### config.mk
export PLATFORM = sky130hd
export DESIGN_NAME = op_sequencer
export DESIGN_NICKNAME = d
export VERILOG_FILES = /design/src/rtl/op_seq_pkg.sv /design/src/rtl/op_fifo.sv /design/src/rtl/op_sequencer.sv
export SDC_FILE = /design/constraint.sdc
export NUM_CORES = 1
export LEC_CHECK = 0
export ABC_CLOCK_PERIOD_IN_PS = 2140
export BUFFER_PORTS_ARGS = -buffer_cell sky130_fd_sc_hd__clkbuf_2
export CAP_MARGIN = 10
export CELL_PAD_IN_SITES_DETAIL_PLACEMENT = 1
export CELL_PAD_IN_SITES_GLOBAL_PLACEMENT = 1
export CORE_MARGIN = 3
export CORE_UTILIZATION = 43
export CTS_CLUSTER_SIZE = 14
export DETAILED_ROUTE_END_ITERATION = 10
export GPL_TIMING_DRIVEN = 1
export PLACE_DENSITY_LB_ADDON = 0.1
export SYNTH_ARGS = -nofsm -noshare
export SYNTH_HDL_FRONTEND = slang
export SYNTH_HIERARCHICAL = 1
export SYNTH_SLANG_ARGS = --single-unit
### constraint.sdc
create_clock -name clk -period 2.14 [get_ports clk]
set_input_delay 0.107 -clock clk [delete_from_list [all_inputs] [get_ports clk]]
set_output_delay 0.107 -clock clk [all_outputs]
set_load 0.01 [all_outputs]
### src/rtl/op_seq_pkg.sv
// Shared constants and types for the operation sequencer: opcode values,
// sequencer states, the queued command layout and the default queue depth.
package op_seq_pkg;

    localparam logic [1:0] MODO_NOP = 2'b00;
    localparam logic [1:0] MODO_ADD = 2'b01;
    localparam logic [1:0] MODO_SUB = 2'b10;
    localparam logic [1:0] MODO_CLR = 2'b11;

    localparam int DEFAULT_FIFO_DEPTH = 4;

    typedef enum logic [1:0] {
        IDLE    = 2'b00,
        ISSUE   = 2'b01,
        CAPTURE = 2'b10,
        HOLD    = 2'b11
    } state_t;

    typedef struct packed {
        logic [1:0] modo;
        logic [3:0] a;
        logic [3:0] b;
    } cmd_t;

endpackage

### src/rtl/op_fifo.sv
// Command queue: synchronous push/pop, head visible combinationally.
// Push is ignored while full and pop while empty; pointers wrap modulo DEPTH.
module op_fifo #(
    parameter int WIDTH = 10,
    parameter int DEPTH = 4
) (
    input  logic             clk,
    input  logic             rst,
    input  logic             i_push,
    input  logic [WIDTH-1:0] i_push_dat,
    input  logic             i_pop,
    output logic [WIDTH-1:0] o_pop_dat,
    output logic             o_full,
    output logic             o_empty
);

    localparam int PW = $clog2(DEPTH);
    localparam int CW = PW + 1;

    logic [WIDTH-1:0] r_mem [DEPTH];
    logic [PW-1:0]    r_wr_ptr;
    logic [PW-1:0]    r_rd_ptr;
    logic [CW-1:0]    r_count;
    logic             w_push;
    logic             w_pop;

    assign o_full    = (r_count == CW'(DEPTH));
    assign o_empty   = (r_count == '0);
    assign w_push    = i_push && !o_full;
    assign w_pop     = i_pop && !o_empty;
    assign o_pop_dat = r_mem[r_rd_ptr];

    always_ff @(posedge clk) begin
        if (w_push) begin
            r_mem[r_wr_ptr] <= i_push_dat;
        end
    end

    always_ff @(posedge clk or posedge rst) begin
        if (rst) begin
            r_wr_ptr <= '0;
            r_rd_ptr <= '0;
            r_count  <= '0;
        end else begin
            if (w_push) begin
                r_wr_ptr <= r_wr_ptr + PW'(1);
            end
            if (w_pop) begin
                r_rd_ptr <= r_rd_ptr + PW'(1);
            end
            if (w_push && !w_pop) begin
                r_count <= r_count + CW'(1);
            end else if (!w_push && w_pop) begin
                r_count <= r_count - CW'(1);
            end
        end
    end

endmodule

### src/rtl/op_sequencer.sv
// Queues commands and issues them one at a time to an external registered
// arithmetic stage, holding each result until the consumer takes it.
module op_sequencer
    import op_seq_pkg::*;
#(
    parameter int FIFO_DEPTH = DEFAULT_FIFO_DEPTH
) (
    input  logic       clk,
    input  logic       rst,
    input  logic       cmd_valid,
    output logic       cmd_ready,
    input  logic [1:0] cmd_modo,
    input  logic [3:0] cmd_a,
    input  logic [3:0] cmd_b,
    output logic       enb,
    output logic [1:0] modo,
    output logic [3:0] A,
    output logic [3:0] B,
    input  logic [3:0] Q,
    input  logic       RCO,
    output logic       res_valid,
    input  logic       res_ready,
    output logic [3:0] res_q,
    output logic       res_rco,
    output logic [1:0] res_modo
);

    state_t     r_state;
    state_t     w_state_nxt;
    cmd_t       w_cmd_in;
    cmd_t       w_head;
    logic       w_full;
    logic       w_empty;
    logic       w_push;
    logic       w_pop;
    logic       w_issue;
    logic       r_enb;
    logic [1:0] r_modo;
    logic [3:0] r_a;
    logic [3:0] r_b;
    logic [3:0] r_res_q;
    logic       r_res_rco;
    logic [1:0] r_res_modo;

    assign w_cmd_in.modo = cmd_modo;
    assign w_cmd_in.a    = cmd_a;
    assign w_cmd_in.b    = cmd_b;
    assign cmd_ready     = !w_full;
    assign w_push        = cmd_valid && cmd_ready;

    op_fifo #(
        .WIDTH ($bits(cmd_t)),
        .DEPTH (FIFO_DEPTH)
    ) u_fifo (
        .clk        (clk),
        .rst        (rst),
        .i_push     (w_push),
        .i_push_dat (w_cmd_in),
        .i_pop      (w_pop),
        .o_pop_dat  (w_head),
        .o_full     (w_full),
        .o_empty    (w_empty)
    );

    always_ff @(posedge clk or posedge rst) begin
        if (rst) begin
            r_state <= IDLE;
        end else begin
            r_state <= w_state_nxt;
        end
    end

    // A popped NOP is consumed without issuing, so w_issue only rises for real ops.
    always_comb begin
        w_state_nxt = r_state;
        w_pop       = 1'b0;
        w_issue     = 1'b0;
        case (r_state)
            IDLE: begin
                if (!w_empty) begin
                    w_pop = 1'b1;
                    if (w_head.modo != MODO_NOP) begin
                        w_issue     = 1'b1;
                        w_state_nxt = ISSUE;
                    end
                end
            end
            ISSUE:   w_state_nxt = CAPTURE;
            CAPTURE: w_state_nxt = HOLD;
            HOLD: begin
                if (res_ready) begin
                    w_state_nxt = IDLE;
                    if (!w_empty) begin
                        w_pop = 1'b1;
                        if (w_head.modo != MODO_NOP) begin
                            w_issue     = 1'b1;
                            w_state_nxt = ISSUE;
                        end
                    end
                end
            end
            default: w_state_nxt = IDLE;
        endcase
    end

    always_ff @(posedge clk or posedge rst) begin
        if (rst) begin
            r_enb      <= 1'b0;
            r_modo     <= MODO_NOP;
            r_a        <= '0;
            r_b        <= '0;
            r_res_q    <= '0;
            r_res_rco  <= 1'b0;
            r_res_modo <= MODO_NOP;
        end else begin
            r_enb <= w_issue;
            if (w_issue) begin
                r_modo <= w_head.modo;
                r_a    <= w_head.a;
                r_b    <= w_head.b;
            end
            // The stage registered its result on the ISSUE edge, so it is valid now.
            if (r_state == CAPTURE) begin
                r_res_q    <= Q;
                r_res_rco  <= RCO;
                r_res_modo <= r_modo;
            end
        end
    end

    assign enb       = r_enb;
    assign modo      = r_modo;
    assign A         = r_a;
    assign B         = r_b;
    assign res_valid = (r_state == HOLD);
    assign res_q     = r_res_q;
    assign res_rco   = r_res_rco;
    assign res_modo  = r_res_modo;

endmodule

==> results by group <==
Global routing
  • Remaining global-route overflow: 0
  • GRT Overall Usage: 16.6%
  • First-pass GRT wire length: 9110 µm
  • Largest net degree at the start of global routing: 21
  • Vias in the first global route: 1791
  • Initial antenna violation count: 0

Worst setup path
  • WP data required: 2.35 ns
  • Flop2flop setup slack: 0.03 ns
  • Crit path capture type: flop
  • Worst Path Class, Setup: reg -> reg
  • Type of origin of the critical path: flop
  • Crit Path Max Fanout: 4
  • WP data arrival: 2.32 ns

STA
  • Clock skew: 0.0102 ns
  • Slew @ Worst Pin: 0.806 ns
  • F_max: 474 MHz
  • Final Critical Period: 2.11 ns
  • Fin. max-slew vios: 0
  • Rel. slew slack: 46.2%
  • Fin crit share: 98.5%
  • Final Setup Violations: 0
  • Final hold vios: 0
  • RSZ-0062 raised after global routing: yes

Clock tree
  • Skew-Pair Late Insertion Delay: 0.33 ns
  • Clk buf depth: 2
  • H-tree depth: 3
  • Clk sinks: 67
  • CTS Root Cell: clkbuf_8
  • Clk slew on worst S/H paths: 0.07 ns
  • CTS tree: done
  • CTS buffer count: 9

Min path
  • Hold Crit Class: in -> reg

Place
  • PortBufs: 38
  • Routability congestion estimate: 0.738
  • DPL Wire Length: 3670 µm
  • Cells after DPL: 271

Layout
  • Multi-input logic area: 911 µm²
  • # diodes: 0
  • Area Overhead vs Synth: 31.6%
  • Final nets: 267
  • Layout cells sized above 1: 54.7%
  • Cell Count, Final, Fillers Out: 318
  • Final design utilization: 59.8%
  • Layout fillers: 573
  • Register area: 0.00188 mm²

Route
  • Number of DRC markers in iteration 0: 102
  • Wire per inst: 17.5 µm
  • Routed wire length: 5570 µm
  • Drt via density: 4.99
  • Antenna Violating Nets Remaining: 0
  • Drt first pass iters: 4
  • Drc violations: 0
  • Vias: 1587

Floorplanning
  • Die H: 86.3 µm
  • Core Area: 0.00610 mm²
  • IO Count: 39
  • Die X: 86.3 µm
  • Initial Util: 45.5%
  • Site row count: 28
  • Die area: 0.00744 mm²

Job
  • Max_cap viols: 0

Logic synthesis
  • Netlist cell types: 35
  • Mapped cell area: 0.00277 mm²
  • Mapped Nets: 181
  • Avg Inst Size Synth: 18.2 µm²
  • Sequential area share after synthesis: 67.7%
  • Cells after Synth: 152
  • #FFs+latches synth: 67
  • Synth Warn #: 6

Pwr
  • Pwr Density: 1520 mW/mm²
  • Total power draw: 5.53 mW
  • Max IR drop VDD: 1130 µV
  • Leak Pwr: 1.51 nW

Status
  • Outcome: finished, final reports clean
-- worst max-delay path, stage by stage, from the launching register on --
cell and delay, ns:
dfrtp_2 0.45, buf_4 0.15, nor3b_4 0.23, nor2b_1 0.06
nor2b_2 0.18, ha_4 0.17, inv_2 0.04, fa_2 0.42
mux2_2 0.28
-- Yosys cell counts (all sizes together) --
cell | instances | share of area (%)
o211a | 1 | 0.36
mux4 | 10 | 8.1
and3 | 1 | 0.23
o21ai | 1 | 0.18
edfxtp | 40 | 43
and2 | 5 | 1.3
nor2b | 2 | 0.54
a21oi | 1 | 0.18
a21o | 2 | 0.59
inv | 12 | 1.6
ha | 9 | 4.1
a221oi | 1 | 0.32
nand2b | 1 | 0.23
nor3b | 1 | 0.68
nor2 | 2 | 0.36
a2bb2oi | 1 | 0.32
buf | 4 | 1.0
dfrtp | 27 | 24
fa | 1 | 0.72
mux2 | 18 | 7.4
xor2 | 2 | 0.63
nand3 | 1 | 0.18
xnor2 | 4 | 1.3
o21bai | 1 | 0.41
o211ai | 1 | 0.77
nand3b | 1 | 0.27
nor3 | 1 | 0.18
and2b | 1 | 0.27
-- flip-flops by register name, indices dropped and copies added (netlist names) --
name / flops
u_fifo/r_wr_ptr: 2
B: 4
modo: 2
enb: 1
res_rco: 1
res_q: 4
A: 4
u_fifo/r_count: 3
res_modo: 2
u_fifo/r_mem: 40
r_state: 2
u_fifo/r_rd_ptr: 2
-- cells in the final DEF, fill, tap and decap left out, types with 2 or more instances in the layout --
master	instances
and2_2	4
ha_1	6
buf_4	25
clkbuf_1	2
inv_1	9
inv_2	2
xnor2_1	3
clkbuf_2	38
edfxtp_1	40
clkinvlp_4	2
dlygate4sd3_1	15
mux2_2	17
dfrtp_1	23
dfrtp_2	4
mux4_2	10
clkbuf_8	10
ha_4	3
-- cell families (layout without fill, tap and decap cells) --
kind of cell    after synthesis  in the layout  synth area share [%]
flops                        67             67                  67.7
mux                          28             28                  15.6
xor+xnor                      6              6                  1.90
buf+inv                      16            107                  2.66
compound gates                9              9                  3.12
simple gates                 16             16                  4.24
fa+ha+maj                    10             10                  4.79
-- area by class of cell --
| class | count | area share, % |
|---|---|---|
| clock buffer | 12 | 3.98 |
| clock inverter | 4 | 0.789 |
| inverter | 12 | 1.30 |
| multi-input combinational | 69 | 25.0 |
| sequential | 67 | 51.6 |
| tap | 75 | 2.57 |
| timing repair buffer | 79 | 14.8 |
-- report_power, final --
part           internal [mW]  switching [mW]  leakage, nW
clock network          0.453           0.477       0.0826
logic                   1.40            1.09        0.745
registers               1.83           0.282        0.679
-- per-stage QoR --
stage                     setup slack, ns  setup TNS, ns  hold slack, ns  cell area [µm²]
after global routing              -0.0350        -0.0684         0.00522             3650
after detailed placement           -0.180         -0.249          0.0604             3150
after global placement             0.0241              0          0.0429             3150
final                              0.0313              0          0.0233             3650
after CTS                         -0.0375        -0.0375         0.00235             3600
after floorplan                    0.0181              0         -0.0896             2820
-- worst paths after layout --
kind | from | depth (start not counted) | to
max | u_fifo/r_count[1] | 8 | u_fifo/r_count[1]
min | RCO | 2 | res_rco
max reg2reg | u_fifo/r_count[1] | 8 | u_fifo/r_count[1]
min reg2reg | res_q[3] | 1 | res_q[3]
max in group asynchronous | rst | 3 | r_state[0]
min in group asynchronous | rst | 3 | u_fifo/r_rd_ptr[1]
-- timing repair --
| item | 4_1_cts | 5_1_grt |
|---|---|---|
| pin swaps | 7 | 7 |
| endpoints found under the hold margin | 71 | 0 |
| setup endpoints to repair | 2 | 7 |
| resized for setup | 9 | 4 |
| setup buffers | 13 | 5 |
| hold buffers | 15 | 0 |
| gates cloned | 0 | 0 |
-- layer usage --
| layer | routed length, µm | track usage, % | up-vias |
|---|---|---|---|
| met5 | 0 | 0 | - |
| met3 | 271 | 4.94 | 7 |
| li1 | - | - | 729 |
| met2 | 2890 | 28.6 | 49 |
| met4 | 74 | 5.95 | 0 |
| met1 | 2330 | 19.9 | 802 |
(Power assumes the default switching activity.)
